## src/rtl/usb_rx_unstuff_byte_pkg.sv

```systemverilog
// Shared types and default sizes for the USB RX unstuff/byte-assembly slice.
// Optional feature macro used by this slice: USB_RX_BYTE_COUNT_EN.
package usb_rx_pkg;

    localparam int USB_BYTE_W    = 8;
    localparam int USB_STUFF_LEN = 6;
    localparam int USB_BCNT_W    = 10;

    typedef enum logic [1:0] {
        IDLE = 2'd0,
        RX   = 2'd1,
        ERR  = 2'd2,
        DONE = 2'd3
    } rx_state_t;

endpackage

```

## src/rtl/usb_rx_unstuff_byte_if.sv

```systemverilog
// Bundle of the bit-stream inputs and the CRC/byte/status outputs of the
// unstuff stage. byte_count exists only when USB_RX_BYTE_COUNT_EN is defined.
interface usb_rx_unstuff_byte_if
    import usb_rx_pkg::*;
#(
    parameter int BYTE_W = USB_BYTE_W
`ifdef USB_RX_BYTE_COUNT_EN
   ,parameter int BCNT_W = USB_BCNT_W
`endif
);
    logic              rx_start;
    logic              bit_valid;
    logic              d_in;
    logic              eop;
    logic              crc_clear;
    logic              crc_shift_enable;
    logic              crc_serial_in;
    logic [BYTE_W-1:0] rx_byte;
    logic              byte_valid;
    logic              stuff_err;
    logic              align_err;
    logic              packet_done;
`ifdef USB_RX_BYTE_COUNT_EN
    logic [BCNT_W-1:0] byte_count;
`endif

    // Bit source side (line decoder / bench)
    modport master (
        output rx_start, bit_valid, d_in, eop,
        input  crc_clear, crc_shift_enable, crc_serial_in,
        input  rx_byte, byte_valid, stuff_err, align_err, packet_done
`ifdef USB_RX_BYTE_COUNT_EN
       ,input  byte_count
`endif
    );

    // Unstuff stage side
    modport slave (
        input  rx_start, bit_valid, d_in, eop,
        output crc_clear, crc_shift_enable, crc_serial_in,
        output rx_byte, byte_valid, stuff_err, align_err, packet_done
`ifdef USB_RX_BYTE_COUNT_EN
       ,output byte_count
`endif
    );

endinterface

```

## src/rtl/usb_rx_unstuff_byte_unstuff.sv

```systemverilog
// Run-length tracker for bit stuffing: classifies each incoming bit as data,
// a dropped stuffed zero, or a stuffing violation. Classification is
// combinational; only the ones counter is stored here.
module usb_bit_unstuff
    import usb_rx_pkg::*;
#(
    parameter int STUFF_LEN = USB_STUFF_LEN
) (
    input  logic clk,
    input  logic rst,
    input  logic clr,
    input  logic bit_en,
    input  logic d_in,
    output logic data_valid,
    output logic data_bit,
    output logic stuff_err
);

    localparam int OC_W = $clog2(STUFF_LEN + 1);

    logic [OC_W-1:0] ones_cnt_q, ones_cnt_d;
    logic            at_limit;

    assign at_limit = (ones_cnt_q == OC_W'(STUFF_LEN));

    // Classify the current bit and compute the next run length
    always_comb begin
        data_valid = bit_en && !at_limit;
        data_bit   = d_in;
        stuff_err  = bit_en && at_limit && d_in;
        ones_cnt_d = ones_cnt_q;
        if (clr) begin
            ones_cnt_d = '0;
        end else if (bit_en) begin
            if (at_limit) begin
                ones_cnt_d = '0;
            end else if (d_in) begin
                ones_cnt_d = ones_cnt_q + 1'b1;
            end else begin
                ones_cnt_d = '0;
            end
        end
    end

    // Run-length register
    always_ff @(posedge clk or posedge rst) begin
        if (rst) begin
            ones_cnt_q <= '0;
        end else begin
            ones_cnt_q <= ones_cnt_d;
        end
    end

endmodule

```

## src/rtl/usb_rx_unstuff_byte.sv

```systemverilog
// USB RX stage ahead of crc_16_gen: drops stuffed bits, feeds data bits to
// the CRC, assembles LSB-first bytes and reports packet end status.
// Optional macro USB_RX_BYTE_COUNT_EN adds a saturating per-packet byte count.
//
// state | meaning
// ------+---------------------------------------------------------------
// IDLE  | waiting for rx_start, CRC held in clear
// RX    | receiving packet bits, data bits shifted into CRC and byte SR
// ERR   | stuffing violation seen, CRC frozen, waiting for eop
// DONE  | one cycle after clean/misaligned eop so the CRC can be sampled
module usb_rx_unstuff_byte
    import usb_rx_pkg::*;
#(
    parameter int BYTE_W    = USB_BYTE_W,
    parameter int STUFF_LEN = USB_STUFF_LEN
`ifdef USB_RX_BYTE_COUNT_EN
   ,parameter int BCNT_W    = USB_BCNT_W
`endif
) (
    input  logic                   clk,
    input  logic                   rst,
    usb_rx_unstuff_byte_if.slave   rx_if
);

    localparam int BIT_CNT_W = $clog2(BYTE_W);

    rx_state_t            state_q, state_d;
    logic [BIT_CNT_W-1:0] bit_cnt_q, bit_cnt_d;
    logic [BYTE_W-1:0]    sr_q, sr_d;
    logic [BYTE_W-1:0]    rx_byte_q, rx_byte_d;
    logic                 crc_clear_q, crc_clear_d;
    logic                 shift_q, shift_d;
    logic                 serial_q, serial_d;
    logic                 byte_valid_q, byte_valid_d;
    logic                 stuff_err_q, stuff_err_d;
    logic                 align_err_q, align_err_d;
    logic                 packet_done_q, packet_done_d;

    logic start;
    logic bit_en;
    logic data_valid;
    logic data_bit;
    logic stuff_hit;
    logic byte_done;

    // A restart is only honoured from IDLE or mid-packet; ERR/DONE finish first
    assign start     = rx_if.rx_start && ((state_q == IDLE) || (state_q == RX));
    assign bit_en    = rx_if.bit_valid && (state_q == RX) && !rx_if.rx_start;
    assign byte_done = data_valid && (bit_cnt_q == BIT_CNT_W'(BYTE_W - 1));

    usb_bit_unstuff #(
        .STUFF_LEN (STUFF_LEN)
    ) u_unstuff (
        .clk        (clk),
        .rst        (rst),
        .clr        (start),
        .bit_en     (bit_en),
        .d_in       (rx_if.d_in),
        .data_valid (data_valid),
        .data_bit   (data_bit),
        .stuff_err  (stuff_hit)
    );

    // State register
    always_ff @(posedge clk or posedge rst) begin
        if (rst) begin
            state_q <= IDLE;
        end else begin
            state_q <= state_d;
        end
    end

    // Next-state logic
    always_comb begin
        state_d = state_q;
        case (state_q)
            IDLE: begin
                if (rx_if.rx_start) state_d = RX;
            end
            RX: begin
                if (rx_if.rx_start) begin
                    state_d = RX;
                end else if (stuff_hit) begin
                    // eop in the same cycle closes the errored packet at once
                    state_d = rx_if.eop ? IDLE : ERR;
                end else if (rx_if.eop) begin
                    state_d = DONE;
                end
            end
            ERR: begin
                if (rx_if.eop) state_d = IDLE;
            end
            DONE: begin
                state_d = IDLE;
            end
            default: state_d = IDLE;
        endcase
    end

    // Datapath and output next values; the bit is applied before eop is judged
    always_comb begin
        bit_cnt_d     = bit_cnt_q;
        sr_d          = sr_q;
        rx_byte_d     = rx_byte_q;
        shift_d       = 1'b0;
        serial_d      = 1'b0;
        byte_valid_d  = 1'b0;
        stuff_err_d   = stuff_hit;
        align_err_d   = 1'b0;
        packet_done_d = 1'b0;
        crc_clear_d   = (state_d == IDLE) || ((state_q == RX) && rx_if.rx_start);

        if (start) begin
            bit_cnt_d = '0;
            sr_d      = '0;
        end else if (data_valid) begin
            sr_d      = {data_bit, sr_q[BYTE_W-1:1]};
            shift_d   = 1'b1;
            serial_d  = data_bit;
            bit_cnt_d = byte_done ? '0 : bit_cnt_q + 1'b1;
            if (byte_done) begin
                rx_byte_d    = sr_d;
                byte_valid_d = 1'b1;
            end
        end

        if ((state_q == RX) && !rx_if.rx_start && rx_if.eop && !stuff_hit) begin
            if (bit_cnt_d == '0) begin
                packet_done_d = 1'b1;
            end else begin
                align_err_d = 1'b1;
            end
        end
    end

    // Datapath and output registers
    always_ff @(posedge clk or posedge rst) begin
        if (rst) begin
            bit_cnt_q     <= '0;
            sr_q          <= '0;
            rx_byte_q     <= '0;
            crc_clear_q   <= 1'b1;
            shift_q       <= 1'b0;
            serial_q      <= 1'b0;
            byte_valid_q  <= 1'b0;
            stuff_err_q   <= 1'b0;
            align_err_q   <= 1'b0;
            packet_done_q <= 1'b0;
        end else begin
            bit_cnt_q     <= bit_cnt_d;
            sr_q          <= sr_d;
            rx_byte_q     <= rx_byte_d;
            crc_clear_q   <= crc_clear_d;
            shift_q       <= shift_d;
            serial_q      <= serial_d;
            byte_valid_q  <= byte_valid_d;
            stuff_err_q   <= stuff_err_d;
            align_err_q   <= align_err_d;
            packet_done_q <= packet_done_d;
        end
    end

    assign rx_if.crc_clear        = crc_clear_q;
    assign rx_if.crc_shift_enable = shift_q;
    assign rx_if.crc_serial_in    = serial_q;
    assign rx_if.rx_byte          = rx_byte_q;
    assign rx_if.byte_valid       = byte_valid_q;
    assign rx_if.stuff_err        = stuff_err_q;
    assign rx_if.align_err        = align_err_q;
    assign rx_if.packet_done      = packet_done_q;

`ifdef USB_RX_BYTE_COUNT_EN
    logic [BCNT_W-1:0] byte_count_q, byte_count_d;

    // Per-packet byte count, saturating, held until the next accepted start
    always_comb begin
        byte_count_d = byte_count_q;
        if (start) begin
            byte_count_d = '0;
        end else if (byte_valid_d && (byte_count_q != '1)) begin
            byte_count_d = byte_count_q + 1'b1;
        end
    end

    // Byte count register
    always_ff @(posedge clk or posedge rst) begin
        if (rst) begin
            byte_count_q <= '0;
        end else begin
            byte_count_q <= byte_count_d;
        end
    end

    assign rx_if.byte_count = byte_count_q;
`endif

endmodule

```

## src/flat_wrapper.sv

```systemverilog
// flat-port wrapper written by rule: the top's interface ports become plain ports
module usb_rx_unstuff_byte_flat import usb_rx_pkg::*;
#(
    parameter int BYTE_W    = USB_BYTE_W,
    parameter int STUFF_LEN = USB_STUFF_LEN

)
  (clk, rst, rx_if_rx_start, rx_if_bit_valid, rx_if_d_in, rx_if_eop, rx_if_crc_clear, rx_if_crc_shift_enable, rx_if_crc_serial_in, rx_if_rx_byte, rx_if_byte_valid, rx_if_stuff_err, rx_if_align_err, rx_if_packet_done);
  usb_rx_unstuff_byte_if #(.BYTE_W(BYTE_W)) rx_if_i ();
  input  logic clk;
  input  logic rst;
  input wire logic [$bits(rx_if_i.rx_start)-1:0] rx_if_rx_start;
  input wire logic [$bits(rx_if_i.bit_valid)-1:0] rx_if_bit_valid;
  input wire logic [$bits(rx_if_i.d_in)-1:0] rx_if_d_in;
  input wire logic [$bits(rx_if_i.eop)-1:0] rx_if_eop;
  output wire logic [$bits(rx_if_i.crc_clear)-1:0] rx_if_crc_clear;
  output wire logic [$bits(rx_if_i.crc_shift_enable)-1:0] rx_if_crc_shift_enable;
  output wire logic [$bits(rx_if_i.crc_serial_in)-1:0] rx_if_crc_serial_in;
  output wire logic [$bits(rx_if_i.rx_byte)-1:0] rx_if_rx_byte;
  output wire logic [$bits(rx_if_i.byte_valid)-1:0] rx_if_byte_valid;
  output wire logic [$bits(rx_if_i.stuff_err)-1:0] rx_if_stuff_err;
  output wire logic [$bits(rx_if_i.align_err)-1:0] rx_if_align_err;
  output wire logic [$bits(rx_if_i.packet_done)-1:0] rx_if_packet_done;
  assign rx_if_i.rx_start = rx_if_rx_start;
  assign rx_if_i.bit_valid = rx_if_bit_valid;
  assign rx_if_i.d_in = rx_if_d_in;
  assign rx_if_i.eop = rx_if_eop;
  assign rx_if_crc_clear = rx_if_i.crc_clear;
  assign rx_if_crc_shift_enable = rx_if_i.crc_shift_enable;
  assign rx_if_crc_serial_in = rx_if_i.crc_serial_in;
  assign rx_if_rx_byte = rx_if_i.rx_byte;
  assign rx_if_byte_valid = rx_if_i.byte_valid;
  assign rx_if_stuff_err = rx_if_i.stuff_err;
  assign rx_if_align_err = rx_if_i.align_err;
  assign rx_if_packet_done = rx_if_i.packet_done;
  usb_rx_unstuff_byte #(.BYTE_W(BYTE_W), .STUFF_LEN(STUFF_LEN)) u_core (.clk(clk), .rst(rst), .rx_if(rx_if_i));
endmodule
```

## config.mk

```make
export PLATFORM = sky130hd
export DESIGN_NAME = usb_rx_unstuff_byte_flat
export DESIGN_NICKNAME = d
export VERILOG_FILES = /design/src/rtl/usb_rx_unstuff_byte_pkg.sv /design/src/rtl/usb_rx_unstuff_byte_if.sv /design/src/rtl/usb_rx_unstuff_byte_unstuff.sv /design/src/rtl/usb_rx_unstuff_byte.sv /design/src/flat_wrapper.sv
export SDC_FILE = /design/constraint.sdc
export NUM_CORES = 1
export LEC_CHECK = 0
export CAP_MARGIN = 10
export CORE_AREA = 2 2 53 80
export CTS_BUF_LIST = sky130_fd_sc_hd__clkbuf_4 sky130_fd_sc_hd__clkbuf_8
export CTS_CLUSTER_DIAMETER = 60
export DETAILED_ROUTE_END_ITERATION = 7
export DIE_AREA = 0 0 55 82
export PLACE_DENSITY = 0.62
export REMOVE_ABC_BUFFERS = 1
export SETUP_SLACK_MARGIN = 0.05
export SLEW_MARGIN = 20
export SYNTH_ARGS = -nofsm -noshare
export SYNTH_HDL_FRONTEND = slang
export SYNTH_SLANG_ARGS = --single-unit
```

## constraint.sdc

```tcl
create_clock -name clk -period 1.9 [get_ports clk]
set_clock_uncertainty 0.1 [all_clocks]
set_input_delay 0.38 -clock clk [delete_from_list [all_inputs] [get_ports clk]]
set_output_delay 0.38 -clock clk [all_outputs]
set_load 0.05 [all_outputs]
```

==> results of run 1 <==
per-stage QoR:
| stage | hold slack (ps) | instance area [sq um] |
|---|---|---|
| 2_1_floorplan | 361 | 1280 |
| 3_3_place_gp | 397 | 1580 |
| 3_5_place_dp | 399 | 1580 |
| 4_1_cts | 215 | 1690 |
| 5_1_grt | 262 | 1700 |
| 6_report | 217 | 1700 |
Yosys cell counts, types with 3 or more instances:
cell type / number
sky130_fd_sc_hd__o21ai_0: 5
sky130_fd_sc_hd__ha_1: 4
sky130_fd_sc_hd__nor2_1: 6
sky130_fd_sc_hd__mux2_4: 9
sky130_fd_sc_hd__a21oi_1: 5
sky130_fd_sc_hd__a22o_1: 8
sky130_fd_sc_hd__buf_2: 3
sky130_fd_sc_hd__nor2b_1: 4
sky130_fd_sc_hd__inv_1: 4
sky130_fd_sc_hd__dfrtp_1: 29
kinds of logic after synthesis:
logic type | Yosys count
compound gates | 24
fa+ha+maj | 4
buf+inv | 9
flops | 30
mux | 10
simple gates | 21
timing repair:
item / in CTS / in global routing
endpoints found under the hold margin: 0 / 0
endpoints found under the setup margin: 0 / 4
gates resized for setup: 0 / 1
setup buffers: 0 / 0
worst max-delay path, cell delays in order (launching register included):
cell                       delay [ps]
sky130_fd_sc_hd__dfrtp_1          380
sky130_fd_sc_hd__inv_1             60
sky130_fd_sc_hd__ha_1             200
sky130_fd_sc_hd__a21boi_1         250
sky130_fd_sc_hd__and2_4           250
sky130_fd_sc_hd__nand2_8          100
sky130_fd_sc_hd__mux2_4           320
worst max path at each step:
| stage | to | slack (ps) | cells after the start |
|---|---|---|---|
| floorplan | u_core.rx_if.rx_byte[0]$_DFFE_PP0P_ | 230 | 6 |
| global placement | u_core.bit_cnt_q[0]$_DFF_PP0_ | -120 | 5 |
| detailed placement | u_core.bit_cnt_q[0]$_DFF_PP0_ | -150 | 5 |
| CTS | u_core.bit_cnt_q[0]$_DFF_PP0_ | 70 | 6 |
| global route | u_core.rx_if.rx_byte[3]$_DFFE_PP0P_ | 50 | 6 |
| finish | u_core.rx_if.rx_byte[5]$_DFFE_PP0P_ | 130 | 6 |
power by group through the flow:
stage / clock network (mW) / logic, mW / registers (mW)
after floorplan: 0 / 0.110 / 0.752
final: 0.623 / 0.230 / 0.709
after global placement: 0 / 0.225 / 0.718
after global routing: 0.666 / 0.255 / 0.713
after CTS: 0.648 / 0.232 / 0.708
after detailed placement: 0 / 0.230 / 0.720
registers in the layout (all words and copies together) (netlist names):
name                           flops
u_core.rx_if.rx_byte               8
u_core.sr_q                        7
u_core.bit_cnt_q                   3
u_core.u_unstuff.ones_cnt_q        3
u_core.state_q                     2
u_core.rx_if.align_err             1
u_core.rx_if.byte_valid            1
u_core.rx_if.crc_clear             1
u_core.rx_if.crc_serial_in         1
u_core.rx_if.crc_shift_enable      1
u_core.rx_if.packet_done           1
u_core.rx_if.stuff_err             1
routing by layer:
layer | global-route usage [%] | up-vias
li1 | - | 409
met1 | 12.6 | 429
met2 | 23.5 | 20
met3 | 4.91 | 6
met4 | 6.59 | 0
met5 | 0 | -
cell type report:
type                            instances  area (sq um)
Inverter                                5          18.8
Tap cell                               45          56.3
Clock buffer                            5          68.8
Fill cell                             394          2160
Sequential cell                        30           752
Clock inverter                          3          40.0
Timing Repair Buffer                   30           250
Multi-Input combinational cell         59           509
==> flow_results.xml, run 1 <==
<?xml version="1.0" encoding="UTF-8"?>
<metrics>
  <group name="drt">
    <metric name="detail_route.wirelength.met1" unit="microns">950</metric>
    <metric name="detailroute.wirelength.met2" unit="microns">1300</metric>
    <metric name="via_per_inst" unit="">4.88</metric>
    <metric name="dr.pass1.iters" unit="">3</metric>
    <metric name="wl" unit="microns">2420</metric>
    <metric name="highest-signal-layer" unit="">met4</metric>
    <metric name="drtIter0Drc" unit="">15</metric>
    <metric name="vias" unit="">864</metric>
    <metric name="met3_length" unit="microns">117</metric>
    <metric name="antenna_violating_nets_post_route" unit="">0</metric>
    <metric name="post_drt_wl_per_cell" unit="microns">13.7</metric>
    <metric name="detail_route.drc_violations" unit="">0</metric>
  </group>
  <group name="grt">
    <metric name="groute.usage.overall" unit="%">13.2</metric>
    <metric name="global_route_wire_length_before_repair" unit="microns">4080</metric>
    <metric name="grt_max_degree" unit="">27</metric>
    <metric name="grt.overflow.total" unit="">0</metric>
    <metric name="first_global_vias" unit="">915</metric>
    <metric name="antenna_found_initial" unit="">0</metric>
  </group>
  <group name="clocking">
    <metric name="numCtsBuffers" unit="">5</metric>
    <metric name="h-tree-depth" unit="">2</metric>
    <metric name="cts_tree" unit="">done</metric>
    <metric name="clk_path_buf_depth" unit="">2</metric>
    <metric name="clk_root_buffer_cell" unit="">sky130_fd_sc_hd__clkbuf_8</metric>
    <metric name="cts_hold_buffers" unit="">0</metric>
    <metric name="clock_latency_reported_for_the_late_side_of_the_worst_skew_pair" unit="ps">280</metric>
    <metric name="clk_pin_slew" unit="ps">70</metric>
    <metric name="clkSinkCount" unit="">30</metric>
  </group>
  <group name="synthesis">
    <metric name="synth_cells" unit="">98</metric>
    <metric name="number_of_enable_type_register_cells_in_the_synthesized_netlist" unit="">0</metric>
    <metric name="synth.yosys.warnings" unit="">0</metric>
    <metric name="post_synthesis_mux_area_share" unit="%">11.1</metric>
    <metric name="post_synth.cell_area_avg" unit="sq um">13.3</metric>
    <metric name="postSynth.topFlopCell" unit="">sky130_fd_sc_hd__dfrtp_1</metric>
    <metric name="synth_compound_gate_area_share" unit="%">12.7</metric>
    <metric name="synthSimpleGateAreaFrac" unit="%">11.1</metric>
    <metric name="netlist.top_cell.by_area" unit="">sky130_fd_sc_hd__dfrtp_1</metric>
    <metric name="seq_area_frac_synth" unit="%">57.5</metric>
    <metric name="synth_xor_xnor_area_share" unit="%">0</metric>
    <metric name="area_of_the_mapped_netlist" unit="sq mm">0.00131</metric>
    <metric name="postSynth.asyncResetShare" unit="%">100</metric>
    <metric name="synth_largest_type_area_fraction" unit="%">55.5</metric>
    <metric name="synth.ff_latch_count" unit="">30</metric>
    <metric name="synth_cell_type_count" unit="">31</metric>
    <metric name="synth_area_leaders" unit="">sky130_fd_sc_hd__dfrtp_1 56%, sky130_fd_sc_hd__mux2_4 10%, sky130_fd_sc_hd__a22o_1 5.4%, sky130_fd_sc_hd__ha_1 3.8%, sky130_fd_sc_hd__dfstp_2 2.0%</metric>
    <metric name="synthAdderAreaFrac" unit="%">3.83</metric>
    <metric name="largest_family_of_logic_cells_by_synthesized_area" unit="">compound AO/OA/AOI/OAI gates</metric>
  </group>
  <group name="floorplan">
    <metric name="rows" unit="">28</metric>
    <metric name="floorplan.die_area" unit="sq mm">0.00451</metric>
    <metric name="ios" unit="">21</metric>
    <metric name="initial_core_util" unit="%">33.9</metric>
    <metric name="die-width" unit="microns">55</metric>
    <metric name="floorplan.die.height" unit="microns">82</metric>
    <metric name="fp.coreArea" unit="sq mm">0.00385</metric>
  </group>
  <group name="timing">
    <metric name="finalSetupTns" unit="ps">0</metric>
    <metric name="slew_headroom" unit="%">76.6</metric>
    <metric name="fmax" unit="MHz">564</metric>
    <metric name="setup_slack" unit="ps">128</metric>
    <metric name="report.final.hold_viol_count" unit="">0</metric>
    <metric name="actual_transition_at_the_worst_max_transition_pin" unit="ps">351</metric>
    <metric name="post-route-min-period" unit="ps">1770</metric>
    <metric name="setup_failing_eps_final" unit="">0</metric>
    <metric name="unrepaired_setup_endpoints_after_global_routing" unit="">no</metric>
    <metric name="final_max_slew_viol_count" unit="">0</metric>
    <metric name="final.period_utilization" unit="%">93.3</metric>
  </group>
  <group name="placed_design">
    <metric name="preCtsSetupSlack" unit="ps">-152</metric>
    <metric name="dpl.cell_count" unit="">169</metric>
    <metric name="hpwlAfterDp" unit="microns">1730</metric>
    <metric name="gpl.final_weighted_congestion" unit="">0.719</metric>
    <metric name="numPortBuffers" unit="">20</metric>
  </group>
  <group name="worst_setup_path">
    <metric name="kind_of_launch_point_of_the_worst_setup_path" unit="">flip-flop</metric>
    <metric name="timing.critical_path.arrival" unit="ps">1830</metric>
    <metric name="rr_endpoint" unit="">u_core.rx_if.rx_byte[5]$_DFFE_PP0P_</metric>
    <metric name="highest_fanout_seen_on_the_critical_path" unit="">9</metric>
    <metric name="critical_path_class" unit="">reg2reg</metric>
    <metric name="critical_path_sink_type" unit="">flip-flop</metric>
    <metric name="ff2ff_path_depth" unit="">6</metric>
    <metric name="setup.reg_to_reg.worst_slack" unit="ps">130</metric>
    <metric name="worst-endpoint-required" unit="ps">1960</metric>
    <metric name="critical_path.startpoint" unit="">u_core.u_unstuff.ones_cnt_q[0]$_DFFE_PP0P_</metric>
    <metric name="timing.rr.start" unit="">u_core.u_unstuff.ones_cnt_q[0]$_DFFE_PP0P_</metric>
  </group>
  <group name="final_layout">
    <metric name="mostFrequentLayoutCells" unit="">29 x sky130_fd_sc_hd__dfrtp_1, 24 x sky130_fd_sc_hd__buf_4, 9 x sky130_fd_sc_hd__mux2_4</metric>
    <metric name="num-nets-final" unit="">141</metric>
    <metric name="final_layout_size_suffix_gt1_share" unit="%">37.1</metric>
    <metric name="most_common_library_cell_in_the_layout_ignoring_fill_and_taps" unit="">sky130_fd_sc_hd__dfrtp_1</metric>
    <metric name="final_cells" unit="">177</metric>
    <metric name="fin_util" unit="%">44.0</metric>
    <metric name="num_antenna_cells" unit="">0</metric>
    <metric name="area.growth.synth_to_final" unit="%">29.7</metric>
  </group>
  <group name="pwr">
    <metric name="irDropWorstVdd" unit="mV">0.574</metric>
    <metric name="switching_share" unit="%">25.4</metric>
    <metric name="netSwitchingPower" unit="uW">397</metric>
    <metric name="cellLeakagePower" unit="nW">0.883</metric>
    <metric name="p_comb_share" unit="%">14.7</metric>
    <metric name="intPower" unit="mW">1.17</metric>
    <metric name="power.density" unit="mW/mm^2">922</metric>
    <metric name="power_frac_clock" unit="%">39.9</metric>
    <metric name="sequentialPowerShare" unit="%">45.4</metric>
    <metric name="post-layout-total-power" unit="mW">1.56</metric>
  </group>
  <group name="status">
    <metric name="run_status" unit="">completed</metric>
  </group>
  <group name="run">
    <metric name="drv_cap" unit="">0</metric>
  </group>
  <group name="hold_path">
    <metric name="min-delay-path-class" unit="">in2async</metric>
  </group>
</metrics>
(Power assumes the default switching activity.)
==> run 2, diff against run 1 <==
- CTS_CLUSTER_DIAMETER: 60 -> unset
==> results of run 2 <==
No change in the layout: final DEF, timing and power equal those of run 1.
